===== config.mk =====
export PLATFORM = sky130hd
export DESIGN_NAME = multicycle_control_flat
export DESIGN_NICKNAME = d
export VERILOG_FILES = /design/src/rtl/mips_pkg.sv /design/src/rtl/multicycle_control_if.sv /design/src/rtl/mc_output_decode.sv /design/src/rtl/multicycle_control.sv /design/src/flat_wrapper.sv
export SDC_FILE = /design/constraint.sdc
export NUM_CORES = 1
export LEC_CHECK = 0
export BUFFER_PORTS_ARGS = -buffer_cell sky130_fd_sc_hd__buf_2
export CAP_MARGIN = 5
export CORE_UTILIZATION = 44
export DETAILED_ROUTE_END_ITERATION = 8
export PLACE_DENSITY_LB_ADDON = 0.05
export SLEW_MARGIN = 0
export SYNTH_ARGS = -nofsm -noshare
export SYNTH_HDL_FRONTEND = slang
export SYNTH_SLANG_ARGS = --single-unit
export TNS_END_PERCENT = 30

===== constraint.sdc =====
create_clock -name clk -period 1.3 [get_ports clk]
set_clock_uncertainty 0.05 [all_clocks]
set_input_delay 0.065 -clock clk [delete_from_list [all_inputs] [get_ports clk]]
set_output_delay 0.065 -clock clk [all_outputs]
set_load 0.01 [all_outputs]

===== src/rtl/mips_pkg.sv =====
// Shared definitions for the multicycle MIPS control path: opcodes, ALU
// operation encodings, FSM state encoding and the packed control word.
package mips_pkg;

    localparam logic [5:0] OP_RTYPE = 6'b000000;
    localparam logic [5:0] OP_LW    = 6'b100011;
    localparam logic [5:0] OP_SW    = 6'b101011;
    localparam logic [5:0] OP_BEQ   = 6'b000100;
    localparam logic [5:0] OP_ADDI  = 6'b001000;
    localparam logic [5:0] OP_J     = 6'b000010;

    localparam logic [1:0] ALUOP_ADD   = 2'b00;
    localparam logic [1:0] ALUOP_SUB   = 2'b01;
    localparam logic [1:0] ALUOP_FUNCT = 2'b10;

    localparam int ST_W = 4;

    typedef enum logic [ST_W-1:0] {
        S_FETCH   = 4'd0,
        S_DECODE  = 4'd1,
        S_MEMADR  = 4'd2,
        S_MEMRD   = 4'd3,
        S_MEMWB   = 4'd4,
        S_MEMWR   = 4'd5,
        S_RTYPEEX = 4'd6,
        S_RTYPEWB = 4'd7,
        S_BEQEX   = 4'd8,
        S_ADDIEX  = 4'd9,
        S_ADDIWB  = 4'd10,
        S_JEX     = 4'd11
    } state_t;

    typedef struct packed {
        logic       pc_en;
        logic       irwrite;
        logic       memwrite;
        logic       regwrite;
        logic       iord;
        logic       alusrca;
        logic [1:0] alusrcb;
        logic [1:0] aluop;
        logic [1:0] pcsrc;
        logic       regdst;
        logic       memtoreg;
        logic       illegal_op;
    } ctrl_t;

    function automatic logic op_supported(input logic [5:0] op);
        return (op == OP_RTYPE) || (op == OP_LW) || (op == OP_SW) ||
               (op == OP_BEQ) || (op == OP_ADDI) || (op == OP_J);
    endfunction

endpackage


===== src/rtl/multicycle_control_if.sv =====
// Control-path bundle between the main control FSM (master) and the datapath (slave).
interface multicycle_control_if #(parameter int STATE_W = 4);

    logic [5:0]         op;
    logic               zero;
    logic               mem_ready;
    logic               pc_en;
    logic               irwrite;
    logic               memwrite;
    logic               regwrite;
    logic               iord;
    logic               alusrca;
    logic [1:0]         alusrcb;
    logic [1:0]         aluop;
    logic [1:0]         pcsrc;
    logic               regdst;
    logic               memtoreg;
    logic               illegal_op;
    logic [STATE_W-1:0] state_o;

    modport master (
        input  op, zero, mem_ready,
        output pc_en, irwrite, memwrite, regwrite, iord, alusrca, alusrcb,
               aluop, pcsrc, regdst, memtoreg, illegal_op, state_o
    );

    modport slave (
        output op, zero, mem_ready,
        input  pc_en, irwrite, memwrite, regwrite, iord, alusrca, alusrcb,
               aluop, pcsrc, regdst, memtoreg, illegal_op, state_o
    );

endinterface


===== src/rtl/mc_output_decode.sv =====
// Combinational state -> control-word decoder. Moore decode except for the
// mem_ready qualification in FETCH, zero in BEQEX and the opcode check in DECODE.
module mc_output_decode
    import mips_pkg::*;
#(
    parameter int STATE_W = 4
) (
    input  logic [STATE_W-1:0] state,
    input  logic [5:0]         op,
    input  logic               zero,
    input  logic               mem_ok,
    output ctrl_t              ctrl
);

    // Per-state control word; unencoded states fall through to all-zero.
    always_comb begin
        ctrl = '0;
        case (state)
            STATE_W'(S_FETCH): begin
                ctrl.alusrcb = 2'b01;
                ctrl.aluop   = ALUOP_ADD;
                ctrl.irwrite = mem_ok;
                ctrl.pc_en   = mem_ok;
            end
            STATE_W'(S_DECODE): begin
                ctrl.alusrcb    = 2'b11;
                ctrl.aluop      = ALUOP_ADD;
                ctrl.illegal_op = !op_supported(op);
            end
            STATE_W'(S_MEMADR): begin
                ctrl.alusrca = 1'b1;
                ctrl.alusrcb = 2'b10;
                ctrl.aluop   = ALUOP_ADD;
            end
            STATE_W'(S_MEMRD): begin
                ctrl.iord = 1'b1;
            end
            STATE_W'(S_MEMWB): begin
                ctrl.memtoreg = 1'b1;
                ctrl.regwrite = 1'b1;
            end
            STATE_W'(S_MEMWR): begin
                ctrl.iord     = 1'b1;
                ctrl.memwrite = 1'b1;
            end
            STATE_W'(S_RTYPEEX): begin
                ctrl.alusrca = 1'b1;
                ctrl.alusrcb = 2'b00;
                ctrl.aluop   = ALUOP_FUNCT;
            end
            STATE_W'(S_RTYPEWB): begin
                ctrl.regdst   = 1'b1;
                ctrl.regwrite = 1'b1;
            end
            STATE_W'(S_BEQEX): begin
                ctrl.alusrca = 1'b1;
                ctrl.alusrcb = 2'b00;
                ctrl.aluop   = ALUOP_SUB;
                ctrl.pcsrc   = 2'b01;
                ctrl.pc_en   = zero;
            end
            STATE_W'(S_ADDIEX): begin
                ctrl.alusrca = 1'b1;
                ctrl.alusrcb = 2'b10;
                ctrl.aluop   = ALUOP_ADD;
            end
            STATE_W'(S_ADDIWB): begin
                ctrl.regwrite = 1'b1;
            end
            STATE_W'(S_JEX): begin
                ctrl.pcsrc = 2'b10;
                ctrl.pc_en = 1'b1;
            end
            default: ;
        endcase
    end

endmodule


===== src/rtl/multicycle_control.sv =====
// Main control FSM of the multicycle MIPS datapath: state register and
// next-state logic here, output decode in mc_output_decode.
module multicycle_control
    import mips_pkg::*;
#(
    parameter int STATE_W       = 4,
    parameter bit USE_MEM_READY = 1'b1
) (
    input  logic                 clk,
    input  logic                 reset,
    multicycle_control_if.master bus
);

    logic [STATE_W-1:0] state_q;
    logic [STATE_W-1:0] state_d;
    logic               mem_ok;
    ctrl_t              ctrl;
    ctrl_t              ctrl_out;

    assign mem_ok = USE_MEM_READY ? bus.mem_ready : 1'b1;

    mc_output_decode #(.STATE_W(STATE_W)) u_decode (
        .state  (state_q),
        .op     (bus.op),
        .zero   (bus.zero),
        .mem_ok (mem_ok),
        .ctrl   (ctrl)
    );

    // Next-state selection; anything not explicitly handled returns to FETCH.
    always_comb begin
        state_d = STATE_W'(S_FETCH);
        case (state_q)
            STATE_W'(S_FETCH):   state_d = mem_ok ? STATE_W'(S_DECODE) : STATE_W'(S_FETCH);
            STATE_W'(S_DECODE): begin
                case (bus.op)
                    OP_LW, OP_SW: state_d = STATE_W'(S_MEMADR);
                    OP_RTYPE:     state_d = STATE_W'(S_RTYPEEX);
                    OP_BEQ:       state_d = STATE_W'(S_BEQEX);
                    OP_ADDI:      state_d = STATE_W'(S_ADDIEX);
                    OP_J:         state_d = STATE_W'(S_JEX);
                    default:      state_d = STATE_W'(S_FETCH);
                endcase
            end
            STATE_W'(S_MEMADR):  state_d = (bus.op == OP_SW) ? STATE_W'(S_MEMWR) : STATE_W'(S_MEMRD);
            STATE_W'(S_MEMRD):   state_d = mem_ok ? STATE_W'(S_MEMWB) : STATE_W'(S_MEMRD);
            STATE_W'(S_MEMWR):   state_d = mem_ok ? STATE_W'(S_FETCH) : STATE_W'(S_MEMWR);
            STATE_W'(S_RTYPEEX): state_d = STATE_W'(S_RTYPEWB);
            STATE_W'(S_ADDIEX):  state_d = STATE_W'(S_ADDIWB);
            default:             state_d = STATE_W'(S_FETCH);
        endcase
    end

    // State register; reset overrides any pending transition.
    always_ff @(posedge clk) begin
        if (reset) state_q <= STATE_W'(S_FETCH);
        else       state_q <= state_d;
    end

    // While reset is held, every control output is forced low.
    assign ctrl_out = reset ? '0 : ctrl;

    assign bus.pc_en      = ctrl_out.pc_en;
    assign bus.irwrite    = ctrl_out.irwrite;
    assign bus.memwrite   = ctrl_out.memwrite;
    assign bus.regwrite   = ctrl_out.regwrite;
    assign bus.iord       = ctrl_out.iord;
    assign bus.alusrca    = ctrl_out.alusrca;
    assign bus.alusrcb    = ctrl_out.alusrcb;
    assign bus.aluop      = ctrl_out.aluop;
    assign bus.pcsrc      = ctrl_out.pcsrc;
    assign bus.regdst     = ctrl_out.regdst;
    assign bus.memtoreg   = ctrl_out.memtoreg;
    assign bus.illegal_op = ctrl_out.illegal_op;
    assign bus.state_o    = state_q;

endmodule


===== src/flat_wrapper.sv =====
// flat-port wrapper written by rule: the top's interface ports become plain ports
module multicycle_control_flat import mips_pkg::*;
#(
    parameter int STATE_W       = 4,
    parameter bit USE_MEM_READY = 1'b1
)
  (clk, reset, bus_op, bus_zero, bus_mem_ready, bus_pc_en, bus_irwrite, bus_memwrite, bus_regwrite, bus_iord, bus_alusrca, bus_alusrcb, bus_aluop, bus_pcsrc, bus_regdst, bus_memtoreg, bus_illegal_op, bus_state_o);
  multicycle_control_if #(.STATE_W(STATE_W)) bus_i ();
  input  logic clk;
  input  logic reset;
  input wire logic [$bits(bus_i.op)-1:0] bus_op;
  input wire logic [$bits(bus_i.zero)-1:0] bus_zero;
  input wire logic [$bits(bus_i.mem_ready)-1:0] bus_mem_ready;
  output wire logic [$bits(bus_i.pc_en)-1:0] bus_pc_en;
  output wire logic [$bits(bus_i.irwrite)-1:0] bus_irwrite;
  output wire logic [$bits(bus_i.memwrite)-1:0] bus_memwrite;
  output wire logic [$bits(bus_i.regwrite)-1:0] bus_regwrite;
  output wire logic [$bits(bus_i.iord)-1:0] bus_iord;
  output wire logic [$bits(bus_i.alusrca)-1:0] bus_alusrca;
  output wire logic [$bits(bus_i.alusrcb)-1:0] bus_alusrcb;
  output wire logic [$bits(bus_i.aluop)-1:0] bus_aluop;
  output wire logic [$bits(bus_i.pcsrc)-1:0] bus_pcsrc;
  output wire logic [$bits(bus_i.regdst)-1:0] bus_regdst;
  output wire logic [$bits(bus_i.memtoreg)-1:0] bus_memtoreg;
  output wire logic [$bits(bus_i.illegal_op)-1:0] bus_illegal_op;
  output wire logic [$bits(bus_i.state_o)-1:0] bus_state_o;
  assign bus_i.op = bus_op;
  assign bus_i.zero = bus_zero;
  assign bus_i.mem_ready = bus_mem_ready;
  assign bus_pc_en = bus_i.pc_en;
  assign bus_irwrite = bus_i.irwrite;
  assign bus_memwrite = bus_i.memwrite;
  assign bus_regwrite = bus_i.regwrite;
  assign bus_iord = bus_i.iord;
  assign bus_alusrca = bus_i.alusrca;
  assign bus_alusrcb = bus_i.alusrcb;
  assign bus_aluop = bus_i.aluop;
  assign bus_pcsrc = bus_i.pcsrc;
  assign bus_regdst = bus_i.regdst;
  assign bus_memtoreg = bus_i.memtoreg;
  assign bus_illegal_op = bus_i.illegal_op;
  assign bus_state_o = bus_i.state_o;
  multicycle_control #(.STATE_W(STATE_W), .USE_MEM_READY(USE_MEM_READY)) u_core (.clk(clk), .reset(reset), .bus(bus_i));
endmodule

==> out/results.tsv <==
metric	value	unit
nets	141	
area used by sequential logic in the layout	90.09	sq um
initial antenna violation count	0	
Clock Sinks	4	
endpoint class of the critical path	primary output	
total wire length after detailed routing	2045	um
ordered list of cells on the worst path	buf_6 -> nor2_4 -> a21boi_1 -> mux2_4 -> nor3_2 -> buf_2	
Worst Hold Path EP	u_core.bus.state_o[3]	
wire length per cell after detailed routing	14.30	um
Net Count, Synth	94	
layout overhead on the synthesized area	53.12	%
via count of the first global-routing pass	684	
DP Cell Count	135	
worst-skew pair later-pin latency	0.25	ns
area taken by multi-input logic gates	471.7	sq um
run status	finished, violations left	
unrepaired setup endpoints after global routing	true	
placement-stage worst setup slack	-0.05908	ns
gr ovfl total	0	
first-iteration detailed-routing DRC count	23	
total DRC errors in the routed layout	0	
beginning of the critical path	u_core.bus.state_o[1]	
power density over cell area	494.2	mW/mm^2
wire length of the first global-routing pass	3139	um
flop and latch count out of synthesis	4	
fmax	667.1	MHz
standard-cell row count	12	
worst slew slack as a fraction of its limit	0.7049	
y dimension of the die	38.95	um
max-capacitance violation count	0	
TritonCTS clock tree	yes	
number of flip-flops in the largest register	4	
CTS H-tree lvls	1	
global-route usage over all layers	0.3068	
worst vdd ir	0.4110	mV
prevailing post-synth register cell	sky130_fd_sc_hd__dfxtp_1	
cells on worst reg2reg path	5	
Avg Synthesized Cell Area	7.150	sq um
fraction of layout instances using a drive strength above 1	0.5271	
gate count of the mapped netlist	84	
first drt pass iteration count	4	
Ant. Diodes	0	
Lkg Pwr	0.4501	nW
CTS clk-pin slew, worst paths	0.04	ns
fill count	100	
CTS Hold Bufs	0	
master cell of the clock root buffer	sky130_fd_sc_hd__clkbuf_4	
largest net degree at the start of global routing	13	
DR vias/cell	5.734	
starting density of the core	0.5063	
number of failing hold endpoints at the final stage	0	
input/output buffers	28	
hold depth	2	
critical setup path kind	flop to primary output	
YS warnings	0	
FF-to-FF Start	u_core.bus.state_o[1]	
worst hold path class	primary input to flop	
hold_sp	reset	
violated checks	setup timing	
sequential-to-total area share from yosys stat	0.1333	
critical path's slowest cell	sky130_fd_sc_hd__dfxtp_2	
HPWL reported at the end of detailed placement	1334	um
Critical R2R Capture	u_core.bus.state_o[0]	
overall die area	0.001517	sq mm
post-synth design cell area	600.6	sq um
final setup violating endpoints	13	
Worst Max-Slew Pin Slew	0.4315	ns
required time of the worst setup path	1.19	ns
number of synthesized flops with an enable pin	0	
count of unique library cells instantiated by Yosys	34	
boundary pin count	29	
placeable core region	0.001186	sq mm
number of buffers created by CTS	3	
critical path fanouts, max	6	
count of final max-slew check failures	0	
maximum clock insertion buffer count	2	
critical path's largest stage delay	0.34	ns
Setup WS post-layout	-0.1991	ns
share of synthesized flip-flops with an asynchronous set or reset	0	
crit share post-route	1.153	
Final Non-Filler Cells	143	
count of antenna-violating nets left after detailed routing	0	
setup slack, reg-to-reg	-0.16	ns
via count	820	
Final min period	1.499	ns
global placer's final weighted congestion	0.8651	
die boundary width	38.95	um
Startpoint Class	flop	
arrival time of data at the critical path endpoint	1.38	ns
## per-layer routing
| layer | routed length, um | up-vias | global-route usage |
|---|---|---|---|
| li1 | - | 402 | - |
| met1 | 881 | 371 | 0.3836 |
| met2 | 997 | 42 | 0.5208 |
| met3 | 141 | 5 | 0.05202 |
| met4 | 25 | 0 | 0.1034 |
| met5 | 0 | - | 0 |
## through the flow
| stage | TNS [ns] | power (mW) | hold WS [ns] | util | area (sq um) |
|---|---|---|---|---|---|
| floorplan | 0 | 0.2147 | 0.2100 | - | 606.8 |
| global route | -2.737 | 0.4833 | 0.1814 | 0.7753 | 919.6 |
| detailed placement | -0.1968 | 0.2729 | 0.3922 | 0.6878 | 815.8 |
| finish | -1.569 | 0.4545 | 0.1551 | 0.7753 | 919.6 |
| global placement | -0.06613 | 0.2711 | 0.3836 | 0.6878 | 815.8 |
| CTS | -1.156 | 0.4489 | 0.1348 | 0.7753 | 919.6 |
## final cells by class
| class | instances | area share |
|---|---|---|
| Multi-Input combinational cell | 70 | 0.5129 |
| Sequential cell | 4 | 0.09796 |
| Clock buffer | 3 | 0.02449 |
| Inverter | 3 | 0.01224 |
| Tap cell | 14 | 0.01905 |
| Timing Repair Buffer | 49 | 0.3333 |
## worst max-delay path, delay by kind of cell, from the launching register on
kind	cells	cell delay, ns
compound gates	1	0.08
buf+inv	2	0.27
flops	1	0.34
mux	1	0.26
simple gates	2	0.18
## where the power goes
| part | switching (mW) | internal [mW] |
|---|---|---|
| Combinational | 0.0803 | 0.0780 |
| Sequential | 0.00730 | 0.124 |
| Clock | 0.0612 | 0.104 |
## cells by family (layout without fill, tap and decap cells)
group           Yosys count  in the layout  synth area share
xor+xnor                  3              3           0.04376
compound gates           23             23            0.2563
flops                     4              4            0.1333
buf+inv                  10             55            0.1333
mux                       1              1           0.01875
simple gates             43             43            0.4146
## how the worst max path moves through the flow
| stage | end | slack, ns | cells after the start |
|---|---|---|---|
| final | bus_pc_en | -0.20 | 6 |
| after global placement | u_core.bus.state_o[1] | -0.03 | 4 |
| after floorplan | bus_pc_en | 0.009 | 5 |
| after CTS | bus_alusrcb[1] | -0.16 | 5 |
| after detailed placement | u_core.bus.state_o[0] | -0.06 | 5 |
| after global routing | bus_pc_en | -0.27 | 6 |
## synth_stat cells (3+ instances only)
master                     instances  area share
sky130_fd_sc_hd__and3_1            4       0.042
sky130_fd_sc_hd__nor4_1            4       0.042
sky130_fd_sc_hd__nand2_1           4       0.025
sky130_fd_sc_hd__dfxtp_1           4        0.13
sky130_fd_sc_hd__buf_6             5       0.094
sky130_fd_sc_hd__xor2_1            3       0.044
sky130_fd_sc_hd__o21ai_0           6       0.050
sky130_fd_sc_hd__nor2_1           14       0.087
sky130_fd_sc_hd__inv_1             3       0.019
sky130_fd_sc_hd__a21oi_1           5       0.042
sky130_fd_sc_hd__nand2b_1          3       0.031
sky130_fd_sc_hd__nor3_1            7       0.058
## layout by cell type (no fill, tap or decap), types with 2 or more instances in the layout
cell type	n
sky130_fd_sc_hd__nor2_1	13
sky130_fd_sc_hd__nand2_1	4
sky130_fd_sc_hd__nor3_2	2
sky130_fd_sc_hd__o21ai_0	4
sky130_fd_sc_hd__inv_1	3
sky130_fd_sc_hd__a21oi_1	5
sky130_fd_sc_hd__clkbuf_4	3
sky130_fd_sc_hd__o21ai_1	2
sky130_fd_sc_hd__nor4_1	4
sky130_fd_sc_hd__buf_6	3
sky130_fd_sc_hd__buf_4	17
sky130_fd_sc_hd__xor2_1	3
sky130_fd_sc_hd__nor3_1	5
sky130_fd_sc_hd__dfxtp_2	2
sky130_fd_sc_hd__buf_2	29
sky130_fd_sc_hd__and3_1	4
sky130_fd_sc_hd__dfxtp_4	2
## what timing repair did
action,CTS,global route
setup buffers,5,0
endpoints found under the setup margin,19,19
pin swaps,5,0
resized for setup,17,0
gates cloned,0,0
(Power assumes the default switching activity.)
